<file path="config.mk">
export PLATFORM = sky130hd
export DESIGN_NAME = lifo_buffer_flat
export DESIGN_NICKNAME = d
export VERILOG_FILES = /design/src/rtl/lifo_buffer_if.sv /design/src/rtl/lifo_buffer.sv /design/src/flat_wrapper.sv
export SDC_FILE = /design/constraint.sdc
export NUM_CORES = 1
export LEC_CHECK = 0
export ABC_CLOCK_PERIOD_IN_PS = 3400
export CORE_MARGIN = 2
export CORE_UTILIZATION = 59
export DETAILED_ROUTE_END_ITERATION = 10
export PLACE_DENSITY_LB_ADDON = 0.25
export SLEW_MARGIN = 10
export SYNTH_ARGS = -nofsm -noshare
export SYNTH_HDL_FRONTEND = slang
export SYNTH_SLANG_ARGS = --single-unit
</file>
<file path="constraint.sdc">
create_clock -name clk_i -period 3.4 [get_ports clk_i]
set_input_delay 0.51 -clock clk_i [delete_from_list [all_inputs] [get_ports clk_i]]
set_output_delay 0.51 -clock clk_i [all_outputs]
set_load 0.01 [all_outputs]
</file>
<file path="src/rtl/lifo_buffer_if.sv">
//------------------------------------------------------------------------------
// Module   : lifo_buffer_if
// Purpose  : Operation and status bundle between a LIFO user and lifo_buffer.
// Revision : 1.0
//------------------------------------------------------------------------------
`default_nettype none

interface lifo_buffer_if #(
  parameter int ADDR_WIDTH = 4,
  parameter int DATA_WIDTH = 8
);
  logic                  push_i;
  logic                  pop_i;
  logic                  flush_i;
  logic                  clear_err_i;
  logic [DATA_WIDTH-1:0] write_data_i;
  logic [DATA_WIDTH-1:0] top_o;
  logic [ADDR_WIDTH:0]   count_o;
  logic                  empty_o;
  logic                  full_o;
  logic                  almost_full_o;
  logic                  overflow_o;
  logic                  underflow_o;

  modport master (
    output push_i, pop_i, flush_i, clear_err_i, write_data_i,
    input  top_o, count_o, empty_o, full_o, almost_full_o, overflow_o, underflow_o
  );

  modport slave (
    input  push_i, pop_i, flush_i, clear_err_i, write_data_i,
    output top_o, count_o, empty_o, full_o, almost_full_o, overflow_o, underflow_o
  );
endinterface

`default_nettype wire

</file>
<file path="src/rtl/lifo_buffer.sv">
//------------------------------------------------------------------------------
// Module   : lifo_buffer
// Purpose  : Parametrised LIFO stack with replace-top, flush, almost-full and
//            sticky overflow/underflow flags.
// Revision : 1.0
//------------------------------------------------------------------------------
`default_nettype none

module lifo_buffer #(
  parameter int ADDR_WIDTH = 4,
  parameter int DATA_WIDTH = 8,
  parameter int AF_THRESH  = 2**ADDR_WIDTH - 2
) (
  input  wire logic        clk_i,
  input  wire logic        reset_i,
  lifo_buffer_if.slave     lifo
);

  localparam int DEPTH = 2**ADDR_WIDTH;
  localparam int CW    = ADDR_WIDTH + 1;

  localparam logic [CW-1:0] C_ONE      = CW'(1);
  localparam logic [CW-1:0] C_FULL_LVL = CW'(DEPTH);
  localparam logic [CW-1:0] C_AF_LVL   = CW'(AF_THRESH);

  logic [DATA_WIDTH-1:0] mem_q [DEPTH];
  logic [CW-1:0]         count_q, count_d;
  logic                  ovf_q, ovf_d;
  logic                  unf_q, unf_d;

  logic                  empty;
  logic                  full;
  logic                  push_op;
  logic                  pop_op;
  logic                  repl_op;
  logic                  ovf_set;
  logic                  unf_set;
  logic [ADDR_WIDTH-1:0] top_idx;
  logic [ADDR_WIDTH-1:0] wr_idx;

  assign empty = (count_q == '0);
  assign full  = (count_q == C_FULL_LVL);

  // Push+pop on an empty stack degenerates to a plain push.
  assign push_op = ~lifo.flush_i & lifo.push_i & (~lifo.pop_i | empty) & ~full;
  assign pop_op  = ~lifo.flush_i & lifo.pop_i & ~lifo.push_i & ~empty;
  assign repl_op = ~lifo.flush_i & lifo.push_i & lifo.pop_i & ~empty;
  assign ovf_set = ~lifo.flush_i & lifo.push_i & ~lifo.pop_i & full;
  assign unf_set = ~lifo.flush_i & lifo.pop_i & ~lifo.push_i & empty;

  // Low bits of count-1 wrap to DEPTH-1 when full, which is the correct top.
  assign top_idx = count_q[ADDR_WIDTH-1:0] - ADDR_WIDTH'(1);
  assign wr_idx  = repl_op ? top_idx : count_q[ADDR_WIDTH-1:0];

  always_comb begin
    count_d = count_q;
    if (lifo.flush_i) begin
      count_d = '0;
    end else if (push_op) begin
      count_d = count_q + C_ONE;
    end else if (pop_op) begin
      count_d = count_q - C_ONE;
    end
  end

  assign ovf_d = ovf_set | (ovf_q & ~lifo.clear_err_i);
  assign unf_d = unf_set | (unf_q & ~lifo.clear_err_i);

  always_ff @(posedge clk_i or posedge reset_i) begin
    if (reset_i) begin
      count_q <= '0;
      ovf_q   <= 1'b0;
      unf_q   <= 1'b0;
    end else begin
      count_q <= count_d;
      ovf_q   <= ovf_d;
      unf_q   <= unf_d;
    end
  end

  always_ff @(posedge clk_i) begin
    if (push_op | repl_op) begin
      mem_q[wr_idx] <= lifo.write_data_i;
    end
  end

  assign lifo.top_o         = empty ? '0 : mem_q[top_idx];
  assign lifo.count_o       = count_q;
  assign lifo.empty_o       = empty;
  assign lifo.full_o        = full;
  assign lifo.almost_full_o = (count_q >= C_AF_LVL);
  assign lifo.overflow_o    = ovf_q;
  assign lifo.underflow_o   = unf_q;

endmodule

`default_nettype wire

</file>
<file path="src/flat_wrapper.sv">
// flat-port wrapper written by rule: the top's interface ports become plain ports
module lifo_buffer_flat 
#(
  parameter int ADDR_WIDTH = 4,
  parameter int DATA_WIDTH = 8,
  parameter int AF_THRESH  = 2**ADDR_WIDTH - 2
)
  (clk_i, reset_i, lifo_push_i, lifo_pop_i, lifo_flush_i, lifo_clear_err_i, lifo_write_data_i, lifo_top_o, lifo_count_o, lifo_empty_o, lifo_full_o, lifo_almost_full_o, lifo_overflow_o, lifo_underflow_o);
  lifo_buffer_if #(.ADDR_WIDTH(ADDR_WIDTH), .DATA_WIDTH(DATA_WIDTH)) lifo_i ();
  input  wire logic clk_i;
  input  wire logic reset_i;
  input wire logic [$bits(lifo_i.push_i)-1:0] lifo_push_i;
  input wire logic [$bits(lifo_i.pop_i)-1:0] lifo_pop_i;
  input wire logic [$bits(lifo_i.flush_i)-1:0] lifo_flush_i;
  input wire logic [$bits(lifo_i.clear_err_i)-1:0] lifo_clear_err_i;
  input wire logic [$bits(lifo_i.write_data_i)-1:0] lifo_write_data_i;
  output wire logic [$bits(lifo_i.top_o)-1:0] lifo_top_o;
  output wire logic [$bits(lifo_i.count_o)-1:0] lifo_count_o;
  output wire logic [$bits(lifo_i.empty_o)-1:0] lifo_empty_o;
  output wire logic [$bits(lifo_i.full_o)-1:0] lifo_full_o;
  output wire logic [$bits(lifo_i.almost_full_o)-1:0] lifo_almost_full_o;
  output wire logic [$bits(lifo_i.overflow_o)-1:0] lifo_overflow_o;
  output wire logic [$bits(lifo_i.underflow_o)-1:0] lifo_underflow_o;
  assign lifo_i.push_i = lifo_push_i;
  assign lifo_i.pop_i = lifo_pop_i;
  assign lifo_i.flush_i = lifo_flush_i;
  assign lifo_i.clear_err_i = lifo_clear_err_i;
  assign lifo_i.write_data_i = lifo_write_data_i;
  assign lifo_top_o = lifo_i.top_o;
  assign lifo_count_o = lifo_i.count_o;
  assign lifo_empty_o = lifo_i.empty_o;
  assign lifo_full_o = lifo_i.full_o;
  assign lifo_almost_full_o = lifo_i.almost_full_o;
  assign lifo_overflow_o = lifo_i.overflow_o;
  assign lifo_underflow_o = lifo_i.underflow_o;
  lifo_buffer #(.ADDR_WIDTH(ADDR_WIDTH), .DATA_WIDTH(DATA_WIDTH), .AF_THRESH(AF_THRESH)) u_core (.clk_i(clk_i), .reset_i(reset_i), .lifo(lifo_i));
endmodule
</file>
==> impl_results.md <==
- Antenna viol nets, final: 0
- Sequential area share after synthesis: 68.20%
- CP max-delay cell: clkdlybuf4s50_1
- Critical Path AT: 2.83 ns
- Critical path capture point type: output port
- Slowest stage delay, CP: 0.50 ns
- Setup bufs post-CTS: 0
- Antenna Cells: 0
- Clock Pin Slew Worst Setup and Hold Paths: 0.06 ns
- Commonest non-fill, non-tap cell in the layout: edfxtp_1
- Mapped Nets: 343
- Max-Cap Viols: 0
- Fin crit period: 3.345 ns
- Highest Clock Rate: 299.0 MHz
- Skew final: 0.01285 ns
- Pins Over Slew Limit: 0
- # clock sinks: 135
- Via density: 6.445
- Synth top area cells: edfxtp_1 (65%), mux4_2 (12%), dfrtp_1 (3.0%)
- Flop2flop setup slack: 0.25 ns
- Antenna violations before repair: 0
- Reg-to-reg endpoint: u_core.mem_q[4][0]$_DFFE_PP_
- Wire per inst: 25.57 um
- Clk Latency, worst-skew pair: 0.52 ns
- R2R cell count: 7
- H-tree depth reported by CTS: 4
- Max IR drop VDD: 0.4780 mV
- Mean Syn Cell Area: 18.36 um2
- Post-synth ARST share: 5.185%
- Setup violations, final: 0
- Worst Hold Class: input pin to async pin
- Crit path setup slack, layout: 0.05520 ns
- # nets final: 395
- Distinct cells, synth: 52
- Rows: 36
- CP required: 2.89 ns
- HPWL Detailed: 8053 um
- TritonCTS clock tree: yes
- Status: complete, no violations
- I/O pin total: 32
- Grt total ovfl: 0
- WP buf/inv: 4
- Die W: 103.9 um
- Syn Std Cell Area: 5893 um2
- Post-Route WL: 13270 um
- Root buffer cell: clkbuf_8
- Placeable Area: 9729 um2
- Crit path max fanout: 9
- Total GRT Usage: 25.39%
- CP cell instances: inv_1 -> buf_4 -> ha_4 -> xor2_4 -> buf_12 -> mux2i_2 -> o22ai_1 -> clkdlybuf4s50_1
- Inserted Clock Buffers: 17
- Yosys top cell by area: edfxtp_1
- Relative slew margins: 34.94%
- Worst setup SP type: register
- Main synth FF type: edfxtp_1
- Post-synth EDFFs: 128
- Largest net degree at the start of global routing: 37
- First-pass GRT wire length: 19680 um
- LEAKAGE: 2.467 nW
- Number of global-route vias before repair: 3431
- Final hold vios: 0
- Initial drt markers: 350
- Fin Hold WS: 0.2340 ns
- Slew at the pin closest to its max-slew limit: 0.9723 ns
- Layout cell share with drive strength beyond 1: 27.20%
- Post-route DRC: 0
- P&R area growth vs syn: 22.53%
- Die ar.: 10800 um2
- Number of detailed-route iterations in the first pass: 5
- Die height: 103.9 um
- Fin util: 74.22%
- Tcrit/Tclk final: 98.38%
- Max clock buf depth: 2
- Synth Instances: 321
- Via count: 3345
- Dpl ws: 0.2118 ns
- Yosys warning count: 0
- Crit-path leading delay family: buffers and inverters
- GPL Wtd Cong: 0.8399
- PortBufs: 31
- Starting Density: 60.57%
- Post-synth top area share: 65.22%
- Pwr Density: 938.3 nW/um2
- Commonest cells after routing, fill and taps aside: edfxtp_1 (128), mux4_2 (32), clkdlybuf4s50_1 (24)
- R2r startpoint: u_core.lifo.count_o[0]$_DFFE_PP0P_
- Synthesis-stage register bit count: 135
- Critical path class: register to output port
[area by class of cell]
| type | instances | area [um2] |
|---|---|---|
| inverter | 11 | 46.29 |
| fill | 580 | 2509 |
| clock buffer | 17 | 414.1 |
| timing repair buffer | 49 | 526.8 |
| multi-input combinational | 159 | 1834 |
| clock inverter | 15 | 212.7 |
| tap | 133 | 166.4 |
| sequential | 135 | 4020 |
[sequential cells by signal, summed over array words and instances, names as in the netlist]
name / count
u_core.mem_q: 128
u_core.lifo.count_o: 5
u_core.lifo.overflow_o: 1
u_core.lifo.underflow_o: 1
[cell usage after synthesis, types with 3 or more instances]
cell type and instances:
nand2_1 4, buf_2 7, o21ai_1 4, buf_6 3, nor2b_1 3, nor2_1 19, a2111oi_4 4, mux4_2 32
ha_1 7, o22ai_1 8, and3_1 3, mux2i_1 17, a21oi_1 9, nor4_1 3, dfrtp_1 7, inv_1 10
o21ai_0 4, clkbuf_1 5, nand3_1 3, edfxtp_1 128
[per-stage QoR]
stage | cell area, um2 | total power, mW | setup TNS [ns] | cells
2_1_floorplan | 5893 | 3.622 | 0 | 321
3_3_place_gp | 6416 | 4.475 | 0 | 485
3_5_place_dp | 6416 | 4.506 | 0 | 485
4_1_cts | 7098 | 6.596 | 0 | 517
5_1_grt | 7221 | 7.022 | -0.005823 | 519
6_report | 7221 | 6.775 | 0 | 519
[where the power goes]
part           internal, mW  switching [mW]
sequential             1.93          0.0665
combinational          1.35            1.49
clock                  1.21           0.727
[metal layers]
layer | vias to the layer above | wire length [um] | GRT usage, %
met5 | - | 0 | 0
met4 | 0 | 250 | 9.266
met3 | 26 | 1012 | 6.892
met2 | 162 | 6773 | 40.70
met1 | 1733 | 5236 | 33.93
li1 | 1424 | - | -
[how the worst max path moves through the flow]
stage	start	end	slack, ns	cells past startpoint
floorplan	u_core.lifo.count_o[0]$_DFFE_PP0P_	u_core.lifo.count_o[4]$_DFFE_PP0P_	0.44	12
global placement	lifo_push_i	u_core.lifo.count_o[4]$_DFFE_PP0P_	0.27	9
detailed placement	lifo_push_i	u_core.lifo.count_o[4]$_DFFE_PP0P_	0.21	9
CTS	u_core.lifo.count_o[0]$_DFFE_PP0P_	lifo_top_o[7]	0.02	8
global route	u_core.lifo.count_o[0]$_DFFE_PP0P_	lifo_top_o[1]	-0.006	8
finish	u_core.lifo.count_o[0]$_DFFE_PP0P_	lifo_top_o[1]	0.06	8
[logic make-up (layout without fill, tap and decap cells)]
family | Yosys count | in the layout | share of synthesized area, %
AND/OR/NAND/NOR | 51 | 51 | 4.905
adder cells (fa/ha/maj) | 8 | 8 | 1.826
AO/OA/AOI/OAI | 47 | 47 | 6.921
buffers and inverters | 27 | 92 | 2.399
multiplexers | 50 | 50 | 15.31
XOR/XNOR | 3 | 3 | 0.4459
flip-flops | 135 | 135 | 68.20
[repair_timing]
action / 4_1_cts / 5_1_grt
hold buffers: 0 / 0
cloned: 0 / 2
endpoints found under the hold margin: 0 / 0
setup endpoints to repair: 8 / 8
resized for setup: 13 / 15
Note: power is estimated with default switching activity, not from simulation.
